--- src/rtl/ifu_multi_if.sv ---
// Shared exception encoding and the MMU/ICache fetch port bundle for ifu_multi.
package ifu_multi_pkg;
  typedef enum logic [1:0] {
    EXC_ADEF = 2'd0,
    EXC_TLBR = 2'd1,
    EXC_PIF  = 2'd2,
    EXC_PPI  = 2'd3
  } exception_t;
endpackage

interface ifu_multi_if #(
  parameter int FETCH_WIDTH = 4
) ();
  localparam int SW = $clog2(FETCH_WIDTH + 1);

  logic                     mmu_i_valid;
  logic [31:0]              mmu_i_addr;
  logic [SW-1:0]            mmu_i_size;
  logic                     mmu_i_addr_ok;
  logic                     mmu_i_data_ok;
  logic [32*FETCH_WIDTH-1:0] mmu_i_rdata;
  logic                     mmu_i_tlbr;
  logic                     mmu_i_pif;
  logic                     mmu_i_ppi;

  modport master (
    output mmu_i_valid, mmu_i_addr, mmu_i_size,
    input  mmu_i_addr_ok, mmu_i_data_ok, mmu_i_rdata, mmu_i_tlbr, mmu_i_pif, mmu_i_ppi
  );

  modport slave (
    input  mmu_i_valid, mmu_i_addr, mmu_i_size,
    output mmu_i_addr_ok, mmu_i_data_ok, mmu_i_rdata, mmu_i_tlbr, mmu_i_pif, mmu_i_ppi
  );
endinterface

--- src/rtl/ifu_multi.sv ---
// Multi-outstanding instruction fetch unit: aligned group fetch, stale-response drop on redirect,
// in-order delivery of instructions or a fault pseudo-instruction. IFU_PERF_EN adds perf counters.
module ifu_multi
  import ifu_multi_pkg::*;
#(
  parameter int          FETCH_WIDTH     = 4,
  parameter int          MAX_OUTSTANDING = 2,
  parameter logic [31:0] RESET_PC        = 32'h1c000000
) (
  input  logic                                clk,
  input  logic                                reset,
  input  logic                                ibuf_ready,
  output logic [$clog2(FETCH_WIDTH+1)-1:0]    ibuf_input_size,
  output logic [31:0]                         fetch_pc,
  output logic [32*FETCH_WIDTH-1:0]           fetch_inst,
  output logic                                have_exception,
  output exception_t                          exception_type,
  input  logic                                branch_mistaken,
  input  logic [31:0]                         correct_target,
  input  logic                                raise_exception,
  input  logic [31:0]                         exception_target,
  ifu_multi_if.master                         mmu
`ifdef IFU_PERF_EN
  ,
  output logic [31:0]                         perf_inst_cnt,
  output logic [31:0]                         perf_drop_cnt
`endif
);
  localparam int          SW        = $clog2(FETCH_WIDTH + 1);
  localparam int          PW        = (MAX_OUTSTANDING > 1) ? $clog2(MAX_OUTSTANDING) : 1;
  localparam int          CW        = $clog2(MAX_OUTSTANDING + 1);
  localparam logic [31:0] GRP_BYTES = 32'(4 * FETCH_WIDTH);
  localparam logic [31:0] GRP_MASK  = GRP_BYTES - 32'd1;

  logic [31:0]                pc_q, pc_d;
  logic [31:0]                ent_pc_q   [MAX_OUTSTANDING];
  logic [SW-1:0]              ent_size_q [MAX_OUTSTANDING];
  logic [MAX_OUTSTANDING-1:0] ent_stale_q;
  logic [PW-1:0]              head_q, tail_q;
  logic [CW-1:0]              count_q, count_d;

  logic          redirect, fault_now, push, pop, deliver, exc_out;
  exception_t    fault_type;
  logic [31:0]   words_left, next_pc, head_pc, head_off;
  logic [SW-1:0] req_size, head_size;
  logic          head_stale;

  function automatic logic [PW-1:0] ptr_inc(input logic [PW-1:0] p);
    return (p == PW'(MAX_OUTSTANDING - 1)) ? '0 : p + PW'(1);
  endfunction

  assign redirect   = raise_exception | branch_mistaken;
  assign words_left = (GRP_BYTES - (pc_q & GRP_MASK)) >> 2;
  assign req_size   = words_left[SW-1:0];
  assign next_pc    = (pc_q & ~GRP_MASK) + GRP_BYTES;

  always_comb begin
    fault_now  = 1'b1;
    fault_type = EXC_ADEF;
    if (pc_q[1:0] != 2'b00) fault_type = EXC_ADEF;
    else if (mmu.mmu_i_tlbr) fault_type = EXC_TLBR;
    else if (mmu.mmu_i_pif)  fault_type = EXC_PIF;
    else if (mmu.mmu_i_ppi)  fault_type = EXC_PPI;
    else                     fault_now  = 1'b0;
  end

  // A response in this cycle frees a slot, so a full FIFO may still issue.
  assign mmu.mmu_i_valid = !reset && !fault_now && !redirect && ibuf_ready &&
                           ((count_q < CW'(MAX_OUTSTANDING)) || mmu.mmu_i_data_ok);
  assign mmu.mmu_i_addr  = pc_q;
  assign mmu.mmu_i_size  = req_size;

  assign push       = mmu.mmu_i_valid && mmu.mmu_i_addr_ok;
  assign pop        = !reset && mmu.mmu_i_data_ok && (count_q != '0);
  assign head_pc    = ent_pc_q[head_q];
  assign head_size  = ent_size_q[head_q];
  assign head_stale = ent_stale_q[head_q];
  assign head_off   = (head_pc & GRP_MASK) >> 2;
  assign deliver    = pop && !head_stale && !redirect;
  assign exc_out    = !reset && fault_now && !redirect && (count_q == '0) && ibuf_ready;

  always_comb begin
    int unsigned hidx;
    int unsigned j;
    ibuf_input_size = '0;
    fetch_pc        = pc_q;
    have_exception  = 1'b0;
    exception_type  = fault_type;
    hidx            = head_off;
    for (int unsigned i = 0; i < FETCH_WIDTH; i++) begin
      j = (hidx + i) % FETCH_WIDTH;
      fetch_inst[32*i +: 32] = mmu.mmu_i_rdata[32*j +: 32];
    end
    if (deliver) begin
      ibuf_input_size = head_size;
      fetch_pc        = head_pc;
    end else if (exc_out) begin
      ibuf_input_size = SW'(1);
      have_exception  = 1'b1;
    end
  end

  always_comb begin
    pc_d = pc_q;
    if (redirect) pc_d = raise_exception ? exception_target : correct_target;
    else if (push) pc_d = next_pc;
    count_d = count_q;
    case ({push, pop})
      2'b10:   count_d = count_q + CW'(1);
      2'b01:   count_d = count_q - CW'(1);
      default: count_d = count_q;
    endcase
  end

  always_ff @(posedge clk) begin
    if (reset) begin
      pc_q        <= RESET_PC;
      head_q      <= '0;
      tail_q      <= '0;
      count_q     <= '0;
      ent_stale_q <= '0;
    end else begin
      pc_q    <= pc_d;
      count_q <= count_d;
      if (push) begin
        ent_pc_q[tail_q]   <= pc_q;
        ent_size_q[tail_q] <= req_size;
        tail_q             <= ptr_inc(tail_q);
      end
      if (pop) head_q <= ptr_inc(head_q);
      // Redirect never coincides with a push, so staling every slot covers all survivors.
      if (redirect) ent_stale_q <= '1;
      else if (push) ent_stale_q[tail_q] <= 1'b0;
    end
  end

`ifdef IFU_PERF_EN
  always_ff @(posedge clk) begin
    if (reset) begin
      perf_inst_cnt <= '0;
      perf_drop_cnt <= '0;
    end else begin
      if (deliver) perf_inst_cnt <= perf_inst_cnt + 32'(head_size);
      if (pop && (head_stale || redirect)) perf_drop_cnt <= perf_drop_cnt + 32'd1;
    end
  end
`endif

endmodule

--- src/flat_wrapper.sv ---
// flat-port wrapper written by rule: the top's interface ports become plain ports
module ifu_multi_flat import ifu_multi_pkg::*;
#(
  parameter int          FETCH_WIDTH     = 4,
  parameter int          MAX_OUTSTANDING = 2,
  parameter logic [31:0] RESET_PC        = 32'h1c000000
)
  (clk, reset, ibuf_ready, ibuf_input_size, fetch_pc, fetch_inst, have_exception, exception_type, branch_mistaken, correct_target, raise_exception, exception_target, mmu_mmu_i_valid, mmu_mmu_i_addr, mmu_mmu_i_size, mmu_mmu_i_addr_ok, mmu_mmu_i_data_ok, mmu_mmu_i_rdata, mmu_mmu_i_tlbr, mmu_mmu_i_pif, mmu_mmu_i_ppi);
  ifu_multi_if #(.FETCH_WIDTH(FETCH_WIDTH)) mmu_i ();
  input  logic clk;
  input  logic reset;
  input  logic ibuf_ready;
  output logic [$clog2(FETCH_WIDTH+1)-1:0] ibuf_input_size;
  output logic [31:0] fetch_pc;
  output logic [32*FETCH_WIDTH-1:0] fetch_inst;
  output logic have_exception;
  output exception_t exception_type;
  input  logic branch_mistaken;
  input  logic [31:0] correct_target;
  input  logic raise_exception;
  input  logic [31:0] exception_target;
  output wire logic [$bits(mmu_i.mmu_i_valid)-1:0] mmu_mmu_i_valid;
  output wire logic [$bits(mmu_i.mmu_i_addr)-1:0] mmu_mmu_i_addr;
  output wire logic [$bits(mmu_i.mmu_i_size)-1:0] mmu_mmu_i_size;
  input wire logic [$bits(mmu_i.mmu_i_addr_ok)-1:0] mmu_mmu_i_addr_ok;
  input wire logic [$bits(mmu_i.mmu_i_data_ok)-1:0] mmu_mmu_i_data_ok;
  input wire logic [$bits(mmu_i.mmu_i_rdata)-1:0] mmu_mmu_i_rdata;
  input wire logic [$bits(mmu_i.mmu_i_tlbr)-1:0] mmu_mmu_i_tlbr;
  input wire logic [$bits(mmu_i.mmu_i_pif)-1:0] mmu_mmu_i_pif;
  input wire logic [$bits(mmu_i.mmu_i_ppi)-1:0] mmu_mmu_i_ppi;
  assign mmu_mmu_i_valid = mmu_i.mmu_i_valid;
  assign mmu_mmu_i_addr = mmu_i.mmu_i_addr;
  assign mmu_mmu_i_size = mmu_i.mmu_i_size;
  assign mmu_i.mmu_i_addr_ok = mmu_mmu_i_addr_ok;
  assign mmu_i.mmu_i_data_ok = mmu_mmu_i_data_ok;
  assign mmu_i.mmu_i_rdata = mmu_mmu_i_rdata;
  assign mmu_i.mmu_i_tlbr = mmu_mmu_i_tlbr;
  assign mmu_i.mmu_i_pif = mmu_mmu_i_pif;
  assign mmu_i.mmu_i_ppi = mmu_mmu_i_ppi;
  ifu_multi #(.FETCH_WIDTH(FETCH_WIDTH), .MAX_OUTSTANDING(MAX_OUTSTANDING), .RESET_PC(RESET_PC)) u_core (.clk(clk), .reset(reset), .ibuf_ready(ibuf_ready), .ibuf_input_size(ibuf_input_size), .fetch_pc(fetch_pc), .fetch_inst(fetch_inst), .have_exception(have_exception), .exception_type(exception_type), .branch_mistaken(branch_mistaken), .correct_target(correct_target), .raise_exception(raise_exception), .exception_target(exception_target), .mmu(mmu_i));
endmodule
--- config.mk ---
export PLATFORM = sky130hd
export DESIGN_NAME = ifu_multi_flat
export DESIGN_NICKNAME = d
export VERILOG_FILES = /design/src/rtl/ifu_multi_if.sv /design/src/rtl/ifu_multi.sv /design/src/flat_wrapper.sv
export SDC_FILE = /design/constraint.sdc
export NUM_CORES = 1
export LEC_CHECK = 0
export ABC_AREA = 0
export ABC_CLOCK_PERIOD_IN_PS = 3700
export CORE_MARGIN = 8
export CORE_UTILIZATION = 42
export CTS_CLUSTER_DIAMETER = 50
export DETAILED_ROUTE_END_ITERATION = 8
export PLACE_DENSITY = 0.9
export SLEW_MARGIN = 20
export SYNTH_ARGS = -nofsm -noshare
export SYNTH_HDL_FRONTEND = slang
export SYNTH_SLANG_ARGS = --single-unit
--- constraint.sdc ---
create_clock -name clk -period 3.7 [get_ports clk]
set_input_delay 0.37 -clock clk [delete_from_list [all_inputs] [get_ports clk]]
set_output_delay 0.37 -clock clk [all_outputs]
set_load 0.005 [all_outputs]
After elaboration in Yosys (flattened, before gate mapping)
Memory sizes are Yosys's and may differ from the RTL's. A register that Yosys moved wholly into a read port is not among the register bits. Cells that the tools add are included.

Reduce and logical (&&, ||, !) cells: 24. Muxes and demuxes: 32. $add $sub $neg: 9. Eq/ne operators: 2. Shifts and indexed selects: 4. Order comparisons: 4. Bitwise operators: 3.

Operators with widths (number): 128-bit by 8-bit variable part select with 32-bit output (4); 32-bit two-way mux (4); 32-bit by 5-bit adder with 32-bit output, second input constant (1); 1-bit two-way mux (19); 1-bit logical AND (14); 2-bit two-way mux (6); 2-bit nonzero test (4); 5-bit by 4-bit subtractor with 5-bit output, first input constant (1); 2-bit by 1-bit adder with 2-bit output, second input constant (2); 2-bit adder, second input constant (2); 1-bit zero test (4); 1-bit by 2-bit < comparator with 1-bit output, second input constant (2); 2-bit case mux with 2 select lines (1); 3-bit two-way mux (1); 1-bit adder, second input constant (2); 2-bit AND (1); 2-bit by 1-bit equality test with 1-bit output, second input constant (1); 2-bit equality test, second input constant (1); 2-bit zero test (1); 2-bit < comparator, second input constant (1); 2-bit inverter (1); 2-bit by 1-bit subtractor with 2-bit output, second input constant (1); 1-bit demux with 1-bit select (1); 1-bit greater-or-equal comparator, second input constant (1); 2 further kinds (2).

Register bits after elaboration: 38. Output and inout port bits: 202. Bits of input ports: 202. Memories kept: 2. Word-level logic and storage cells: 85. RAM bits: 70.

Memories: u_core.ent_pc_q (depth 2, width 32, read ports 1, clocked after memory_dff 1, wr ports 1, RTL line ifu_multi.sv:36) `logic [31:0] ent_pc_q [MAX_OUTSTANDING];`; u_core.ent_size_q (depth 2, width 3, read ports 1, clocked after memory_dff 1, wr ports 1, RTL line ifu_multi.sv:37) `logic [SW-1:0] ent_size_q [MAX_OUTSTANDING];`.

Depth between registers and ports, before layout
Gate-level depths: netlist of run 1.

Depth after elaboration: 13. Depth in mapped cells: 10. Gate-level depth less buffers: 7.

Least setup slack after synthesis of run 1
No wires, ideal clock.

Path type: register -> register. Start: register u_core.pc_q[0], in the netlist u_core.mmu.mmu_i_addr[0]. End: memory u_core.ent_pc_q[0][0] (enable). Stages on the path, launching flop included: 8. Path slack: 0.468 ns. Data required time: 3.273 ns. Clock period less this slack: 3.232 ns. Path buffers: 3. Data arrival time: 2.805 ns. Library setup time: 0.427 ns. Cell sequence: dfxtp_1 -> buf_4 -> nor4b_4 -> and4_1 -> buf_6 -> inv_2 -> buf_6 -> nor2_1.

Word-level cells in the longest chain between the ends: 11.

Ends and longest elaborated chain: start, declared (RTL line ifu_multi.sv:35) `logic [31:0] pc_q, pc_d;`; start signal, assigned (RTL line ifu_multi.sv:123) `pc_q <= pc_d;`; 2-bit nonzero test (RTL line ifu_multi.sv:60) `if (pc_q[1:0] != 2'b00) fault_type = EXC_ADEF;`; 1-bit two-way mux (RTL line ifu_multi.sv:60); 1-bit zero test (RTL line ifu_multi.sv:68) `assign mmu.mmu_i_valid = !reset && !fault_now && !redirect && ibuf_ready &&`; 1-bit logical AND (4 in a row) (RTL line ifu_multi.sv:68); 1-bit logical AND (RTL line ifu_multi.sv:73) `assign push = mmu.mmu_i_valid && mmu.mmu_i_addr_ok;`; 1-bit two-way mux (RTL line ifu_multi.sv:125) `if (push) begin`; 1-bit two-way mux (RTL line ifu_multi.sv:116) `if (reset) begin`; 1-bit two-way mux (not written as such) (RTL line ifu_multi.sv:126) `ent_pc_q[tail_q] <= pc_q;`; end, declared (RTL line ifu_multi.sv:36).

Every way passes these cells.

Worst setup path after layout of run 1
Start: input port branch_mistaken. End: output port fetch_pc[0].

Word-level cells in the longest chain between the ends: 4.

Ends and longest elaborated chain: start, declared (RTL line flat_wrapper.sv:18) `input logic branch_mistaken;`; 1-bit OR (RTL line ifu_multi.sv:52) `assign redirect = raise_exception | branch_mistaken;`; 1-bit zero test (RTL line ifu_multi.sv:79) `assign deliver = pop && !head_stale && !redirect;`; 1-bit logical AND (RTL line ifu_multi.sv:79); 32-bit two-way mux (RTL line ifu_multi.sv:94) `if (deliver) begin`; end, declared (RTL line flat_wrapper.sv:14) `output logic [31:0] fetch_pc;`.

Every way passes these cells.

==> summary.md, run 1 <==
| Metric | Value |
|---|---|
| Status | completed |
| H-tree depth | 3 |
| Worst Path Max Fanout | 53 |
| F_max | approximately 310 MHz |
| CTS Sinks | ~110 |
| Pwr dens | between 200 and 250 mW/mm^2 |
| Num CTS Buffers | 9 |
| Post-DR vias/cell | around 6 |
| Hold Crit Start | u_core.ent_stale_q[1]$_SDFFE_PP0P_ |
| Root buf cell | clkbuf_16 |
| Ys async rst share | 0% |
| Synthesized cell area | just over 0.008 sq mm |
| Final HPWL DP | around 27000 microns |
| Area share of the largest cell type after synthesis | roughly 32% |
| Start of the worst register-to-register path | u_core.mmu.mmu_i_addr[0]$_SDFFE_PP0P_ |
| I/O Buffers | between 400 and 500 |
| Ranking of synthesized cells by area | mux2i_1 (32%), edfxtp_1 (26%), dfxtp_1 (9.5%), mux4_2 (3.8%), o21ai_0 (2.8%) |
| Synth warn | 0 |
| Dominant cell type by area after synthesis | mux2i_1 |
| Unrepaired setup endpoints after global routing | false |
| Synth Register Bits | around 110 |
| Die Width | ~160 microns |
| Leading cell type in the layout, fill and taps excluded | clkdlybuf4s50_1 |
| Die Area | 0.0243 sq mm |
| Most frequent cells in the layout | clkdlybuf4s50_1 (403), mux2i_1 (263), edfxtp_1 (70), nand2_1 (51), o21ai_0 (46) |
| Worst setup startpoint | branch_mistaken |
| Core Box Area | roughly 0.019 sq mm |
| Rel. slew slack | 56.2% |
| Crit end category | output port |
| Pleak | 5.17 nW |
| First-pass GRT wire length | about 50000 microns |
| Sequential area share after synthesis | 35.1% |
| Worst skew pair latency | between 0.3 and 0.4 ns |
| Final Hold Vio Count | 0 |
| Fillers | 1510 |
| EDFF count, synth | 70 |
| Hold EP | u_core.ent_stale_q[1]$_SDFFE_PP0P_ |
| Peak supply drop | between 0.0002 and 0.0003 V |
| Synthesized area per cell | ~11 sq um |
| Final #Nets | about 1400 |
| Gate Count Post-Synth | 779 |
| Drt drc | 0 |
| Starting DRC count in detailed routing | roughly 700 |
| Final min period | between 3 and 4 ns |
| Max Cap Viol | 0 |
| Rows | 51 |
| Boundary Pins | around 400 |
| Cts hold-fix bufs | 0 |
| Reg2Reg Setup Slack | ~1.4 ns |
| R2r worst-path depth | 5 |
| Effective utilization at floorplan | around 43% |
| Synth Flop Type | edfxtp_1 |
| Final WL | 33900 microns |
| Setup-failing EPs final | 0 |
| Crit path launch type | input pin |
| Critical Path RT | roughly 3.3 ns |
| Synthesized net count | 983 |
| Drt wl/cell | between 20 and 25 microns |
| Max Slew Vio Count | 0 |
| Worst-path clk slew | about 0.07 ns |
| WP data arrival | 2.87 ns |
| TritonCTS clock tree | done |
| Initial antenna violation count | 1 |
| WS Path Type | input pin to output port |
| Worst R2R End | u_core.ent_pc_q[1][7]$_DFFE_PP_ |
| Share of cells above drive strength 1 | 6.40% |
| GP Congestion | about 0.95 |
| HP Class | flip-flop to flip-flop |
| Bufs on Longest Clock Path | 2 |
| Power after layout | around 3.2 mW |
| Slew at the pin closest to its max-slew limit | approximately 0.66 ns |
| CTS resizes | 0 |
| Layout Skew | around 0.0074 ns |
| Via count | roughly 8400 |
| Largest net degree at the start of global routing | 70 |
| Tcrit/Tclk final | between 80% and 90% |
| Drt first pass iters | 6 |
| Unique cell type count in the Yosys netlist | 61 |
| Setup_tns | 0 ns |
| Total GRT Usage | approximately a quarter |
| Vias in the first global route | 8392 |
| Antenna Nets Post-Route | 0 |
| Hold Crit Depth | 2 |
| Setup Buffers After CTS | 0 |
| Die Y | between 150 and 200 microns |
| Grt total ovfl | 0 |
| Area Growth Syn to Fin | 55.6% |
-- critical path, stage by stage --
cell and delay, ns:
clkdlybuf4s50_1 0.44, or3_1 0.44, nor2_1 0.20, nand2_2 0.23
buf_4 0.34, o21ai_0 0.25, clkdlybuf4s50_1 0.54
-- cells in the mapped netlist, types with 4 or more instances --
cell type and n:
a211oi_1 6, a21oi_1 21, a221o_1 6, a221oi_1 6
a222oi_1 14, a22oi_1 12, a31oi_1 4, and4_1 6
buf_2 28, clkbuf_1 25, clkbuf_8 7, dfxtp_1 39
edfxtp_1 70, inv_1 6, mux2i_1 265, mux4_2 14
nand2_1 52, nand2b_1 5, nand3_1 17, nand4_1 7
nor2_1 28, nor3_1 15, nor4_1 6, o21ai_0 46
o22ai_1 4, o31ai_1 6, or3_1 4, xnor2_1 8
-- through the flow --
step | hold WS (ns) | setup WS [ns] | util (%) | std cells | area [sq um]
2_1_floorplan | 0.450 | 0.468 | - | 779 | 8220
3_3_place_gp | 0.458 | 0.570 | 64.6 | 1405 | 12500
3_5_place_dp | 0.470 | 0.467 | 64.6 | 1405 | 12500
4_1_cts | 0.483 | 0.471 | 66.1 | 1421 | 12800
5_1_grt | 0.488 | 0.302 | 66.2 | 1422 | 12800
6_report | 0.488 | 0.463 | 66.2 | 1422 | 12800
-- layout make-up --
class                   instances  area, sq um  share of cell area (%)
diodes                          1         2.50                  0.0196
inverters                       7         26.3                   0.205
multi-input cells             598         4970                    38.9
repair buffers                426         4280                    33.5
clock inverters                 6         55.1                   0.430
flip-flops and latches        109         2880                    22.5
well taps                     265          332                    2.59
clock buffers                  10          239                    1.87
-- registers in the layout, summed over array words and instances (netlist names), named ones only --
signal,count
u_core.tail_q,1
u_core.ent_stale_q,2
u_core.ent_size_q,6
u_core.mmu.mmu_i_addr,32
u_core.ent_pc_q,64
u_core.head_q,1
u_core.count_q,2
-- power by group --
group          internal (mW)  switching, mW
logic                  0.523          0.318
registers               1.32         0.0600
clock network          0.489          0.470
total                   2.33          0.848
-- per-layer routing --
| layer | up-vias | wire [microns] | track usage [%] |
|---|---|---|---|
| met2 | 507 | 16600 | 46.3 |
| met4 | 0 | 1350 | 11.5 |
| met3 | 85 | 3000 | 5.93 |
| met5 | - | 0 | 0 |
| met1 | 3991 | 13000 | 30.8 |
| li1 | 3797 | - | - |
-- kinds of logic (layout without fill, tap and decap cells) --
| family | Yosys count | in the layout | share of synthesized area (%) |
|---|---|---|---|
| xor+xnor | 10 | 10 | 1.07 |
| compound gates | 147 | 147 | 12.2 |
| fa+ha+maj | 2 | 2 | 0.304 |
| mux | 279 | 279 | 36.1 |
| flops | 109 | 109 | 35.1 |
| other cells | 0 | 1 | 0 |
| buf+inv | 72 | 449 | 4.92 |
| simple gates | 160 | 160 | 10.4 |
-- how the worst max path moves through the flow --
| stage | end | cells after the start |
|---|---|---|
| after CTS | fetch_pc[17] | 7 |
| final | fetch_pc[0] | 7 |
| after global routing | fetch_pc[0] | 7 |
| after detailed placement | fetch_pc[17] | 7 |
| after floorplan | u_core.ent_pc_q[0][0]$_DFFE_PP_ | 7 |
| after global placement | fetch_pc[10] | 7 |
(Power assumes the default switching activity.)
==> run 2: changes to the inputs <==
--- a/config.mk
+++ b/config.mk
@@ -8,10 +8,10 @@
 export ABC_AREA = 0
 export ABC_CLOCK_PERIOD_IN_PS = 3700
 export CORE_MARGIN = 8
-export CORE_UTILIZATION = 42
+export CORE_UTILIZATION = 40
 export CTS_CLUSTER_DIAMETER = 50
 export DETAILED_ROUTE_END_ITERATION = 8
-export PLACE_DENSITY = 0.9
+export PLACE_DENSITY = 0.87
 export SLEW_MARGIN = 20
 export SYNTH_ARGS = -nofsm -noshare
 export SYNTH_HDL_FRONTEND = slang
==> summary.md, run 2 (synthesized netlist as in run 1, its figures left out) <==
| Metric | Value |
|---|---|
| Critical Path RT | 3.33 ns (about the same) |
| Boundary Pins | 404 (unchanged) |
| Final HPWL DP | 27500 microns (was 26700 microns) |
| Critical path's slowest cell | clkdlybuf4s50_1 (unchanged) |
| Rel. slew slack | 54.8% (was 56.2%) |
| Crit end category | output port (unchanged) |
| Setup Buffers After CTS | 0 (unchanged) |
| Final Hold Vio Count | 0 (unchanged) |
| Cts hold-fix bufs | 0 (unchanged) |
| Place WS | 0.449 ns (was 0.467 ns) |
| Drt wl/cell | 24.3 microns (was 23.9 microns) |
| Largest register FFs | 64 (unchanged) |
| Multi-input logic area | 0.00497 sq mm (unchanged) |
| Register Area | 0.00288 sq mm (unchanged) |
| I/O Buffers | 403 (unchanged) |
| Layout Skew | 0.0114 ns (was 0.00741 ns) |
| Peak supply drop | 0.000262 V (was 0.000273 V) |
| Crit path launch type | flip-flop (was input pin) |
| Final min period | 3.31 ns (was 3.24 ns) |
| Die Y | 159 microns (was 156 microns) |
| WS Path Type | flip-flop to output port (was input pin to output port) |
| Slew at the pin closest to its max-slew limit | 0.678 ns (was 0.658 ns) |
| Grt total ovfl | 0 (unchanged) |
| F_max | 302 MHz (was 309 MHz) |
| TritonCTS clock tree | done (unchanged) |
| Max Cap Viol | 0 (unchanged) |
| H-tree depth | 3 (unchanged) |
| Drt drc | 0 (unchanged) |
| Rows | 52 (was 51) |
| Setup_tns | 0 ns (unchanged) |
| Status | completed (unchanged) |
| Setup-failing EPs final | 0 (unchanged) |
| Non-Filler Cell Area, Final | 0.0128 sq mm (about the same) |
| Fillers | 1649 (was 1510) |
| Placed Instance Area | 0.0125 sq mm (about the same) |
| Share of cells above drive strength 1 | 5.91% (was 6.40%) |
| Power after layout | 3.25 mW (was 3.18 mW) |
| GP Congestion | 0.945 (was 0.950) |
| Starting DRC count in detailed routing | 925 (was 702) |
| Tcrit/Tclk final | 89.3% (was 87.5%) |
| Slowest stage delay, CP | 0.61 ns (was 0.54 ns) |
| Die Width | 159 microns (was 156 microns) |
| Bufs on Longest Clock Path | 2 (unchanged) |
| Crit-path most repeated cell | mux2i_1 (was clkdlybuf4s50_1) |
| Largest net degree at the start of global routing | 74 (was 70) |
| Final #Nets | 1349 (was 1355) |
| Fin Hold WS | 0.512 ns (was 0.488 ns) |
| Drt first pass iters | 9 (was 6) |
| Leading cell type in the layout, fill and taps excluded | clkdlybuf4s50_1 (unchanged) |
| Final WL | 34700 microns (was 33900 microns) |
| Worst skew pair latency | 0.36 ns (was 0.35 ns) |
| Area Growth Syn to Fin | 55.6% (about the same) |
| Initial antenna violation count | 9 (was 1) |
| Worst-path clk slew | 0.07 ns (about the same) |
| Most frequent cells in the layout | clkdlybuf4s50_1 (403), mux2i_1 (263), edfxtp_1 (70), nand2_1 (51), o21ai_0 (46) (unchanged) |
| HP Class | flip-flop to flip-flop (unchanged) |
| Post-DR vias/cell | 5.87 (was 5.89) |
| Buf+Inv Stages, Crit Path | 2 (was 3) |
| Pleak | 5.15 nW (was 5.17 nW) |
| Unrepaired setup endpoints after global routing | false (unchanged) |
| Worst Path Max Fanout | 73 (was 53) |
| Largest Register | u_core.ent_pc_q (unchanged) |
| Max Slew Vio Count | 0 (unchanged) |
| Die Area | 0.0254 sq mm (was 0.0243 sq mm) |
| CTS Sinks | 109 (unchanged) |
| Total GRT Usage | 25.9% (was 26.6%) |
| First-pass GRT wire length | 51700 microns (was 50100 microns) |
| WP data arrival | 2.94 ns (was 2.87 ns) |
| Pwr dens | 254 mW/mm^2 (was 248 mW/mm^2) |
| Effective utilization at floorplan | 40.6% (was 42.5%) |
| Via count | 8376 (was 8380) |
| PnR worst setup slack | 0.394 ns (was 0.463 ns) |
| CP cell instances | mux2i_4, buf_12, mux2i_1, mux2i_1, clkdlybuf4s50_1 (was clkdlybuf4s50_1, or3_1, nor2_1, nand2_2, buf_4, o21ai_0, clkdlybuf4s50_1) |
| Root buf cell | clkbuf_16 (unchanged) |
| Core Box Area | 0.0202 sq mm (was 0.0193 sq mm) |
| Num CTS Buffers | 9 (unchanged) |
| CTS resizes | 0 (unchanged) |
| Antenna Nets Post-Route | 0 (unchanged) |
| Top delay family on crit path | buffers and inverters (unchanged) |
| Vias in the first global route | 8310 (was 8392) |
run 2: worst reg2reg max path, stage by stage (launching register included):
cell and delay [ns]:
dfxtp_1 0.45, nor4b_4 0.41, and4_1 0.24, buf_4 0.20, inv_2 0.17, or3_1 0.45
a222oi_1 0.37, nor3_1 0.09
run 2: layout make-up:
class                           instances  share of cell area [%]
Multi-Input combinational cell        598                    38.9
Clock inverter                          7                   0.714
Timing Repair Buffer                  420                    33.1
Sequential cell                       109                    22.5
Antenna cell                            8                   0.156
Clock buffer                            9                    1.76
Tap cell                              270                    2.64
Inverter                                7                   0.205
run 2: where the power goes:
part | switching [mW] | internal (mW)
logic | 0.317 | 0.521
clock network | 0.487 | 0.544
registers | 0.0608 | 1.32
total | 0.864 | 2.38
run 2: metrics by stage:
step,instances,utilization (%)
after CTS,1420,63.1
after global placement,1404,61.6
after detailed placement,1404,61.6
after floorplan,779,-
final,1428,63.2
after global routing,1428,63.2
run 2: path summary, 6_finish.rpt:
check	from	to	slack (ns)	depth (start not counted)
setup / recovery	flip-flop	fetch_inst[114]	0.39	5
hold / removal	u_core.ent_stale_q[1]$_SDFFE_PP0P_	u_core.ent_stale_q[1]$_SDFFE_PP0P_	0.51	2
setup reg to reg	u_core.mmu.mmu_i_addr[0]$_SDFFE_PP0P_	u_core.mmu.mmu_i_addr[12]$_SDFFE_PP0P_	1.19	7
hold reg to reg	u_core.ent_stale_q[1]$_SDFFE_PP0P_	u_core.ent_stale_q[1]$_SDFFE_PP0P_	0.51	2
run 2: per-layer routing:
layer | routed length (microns) | up-vias | global-route usage, %
met3 | 3390 | 95 | 7.99
li1 | - | 3798 | -
met2 | 16900 | 532 | 43.3
met4 | 1250 | 0 | 11.1
met1 | 13200 | 3951 | 30.2
met5 | 0 | - | 0
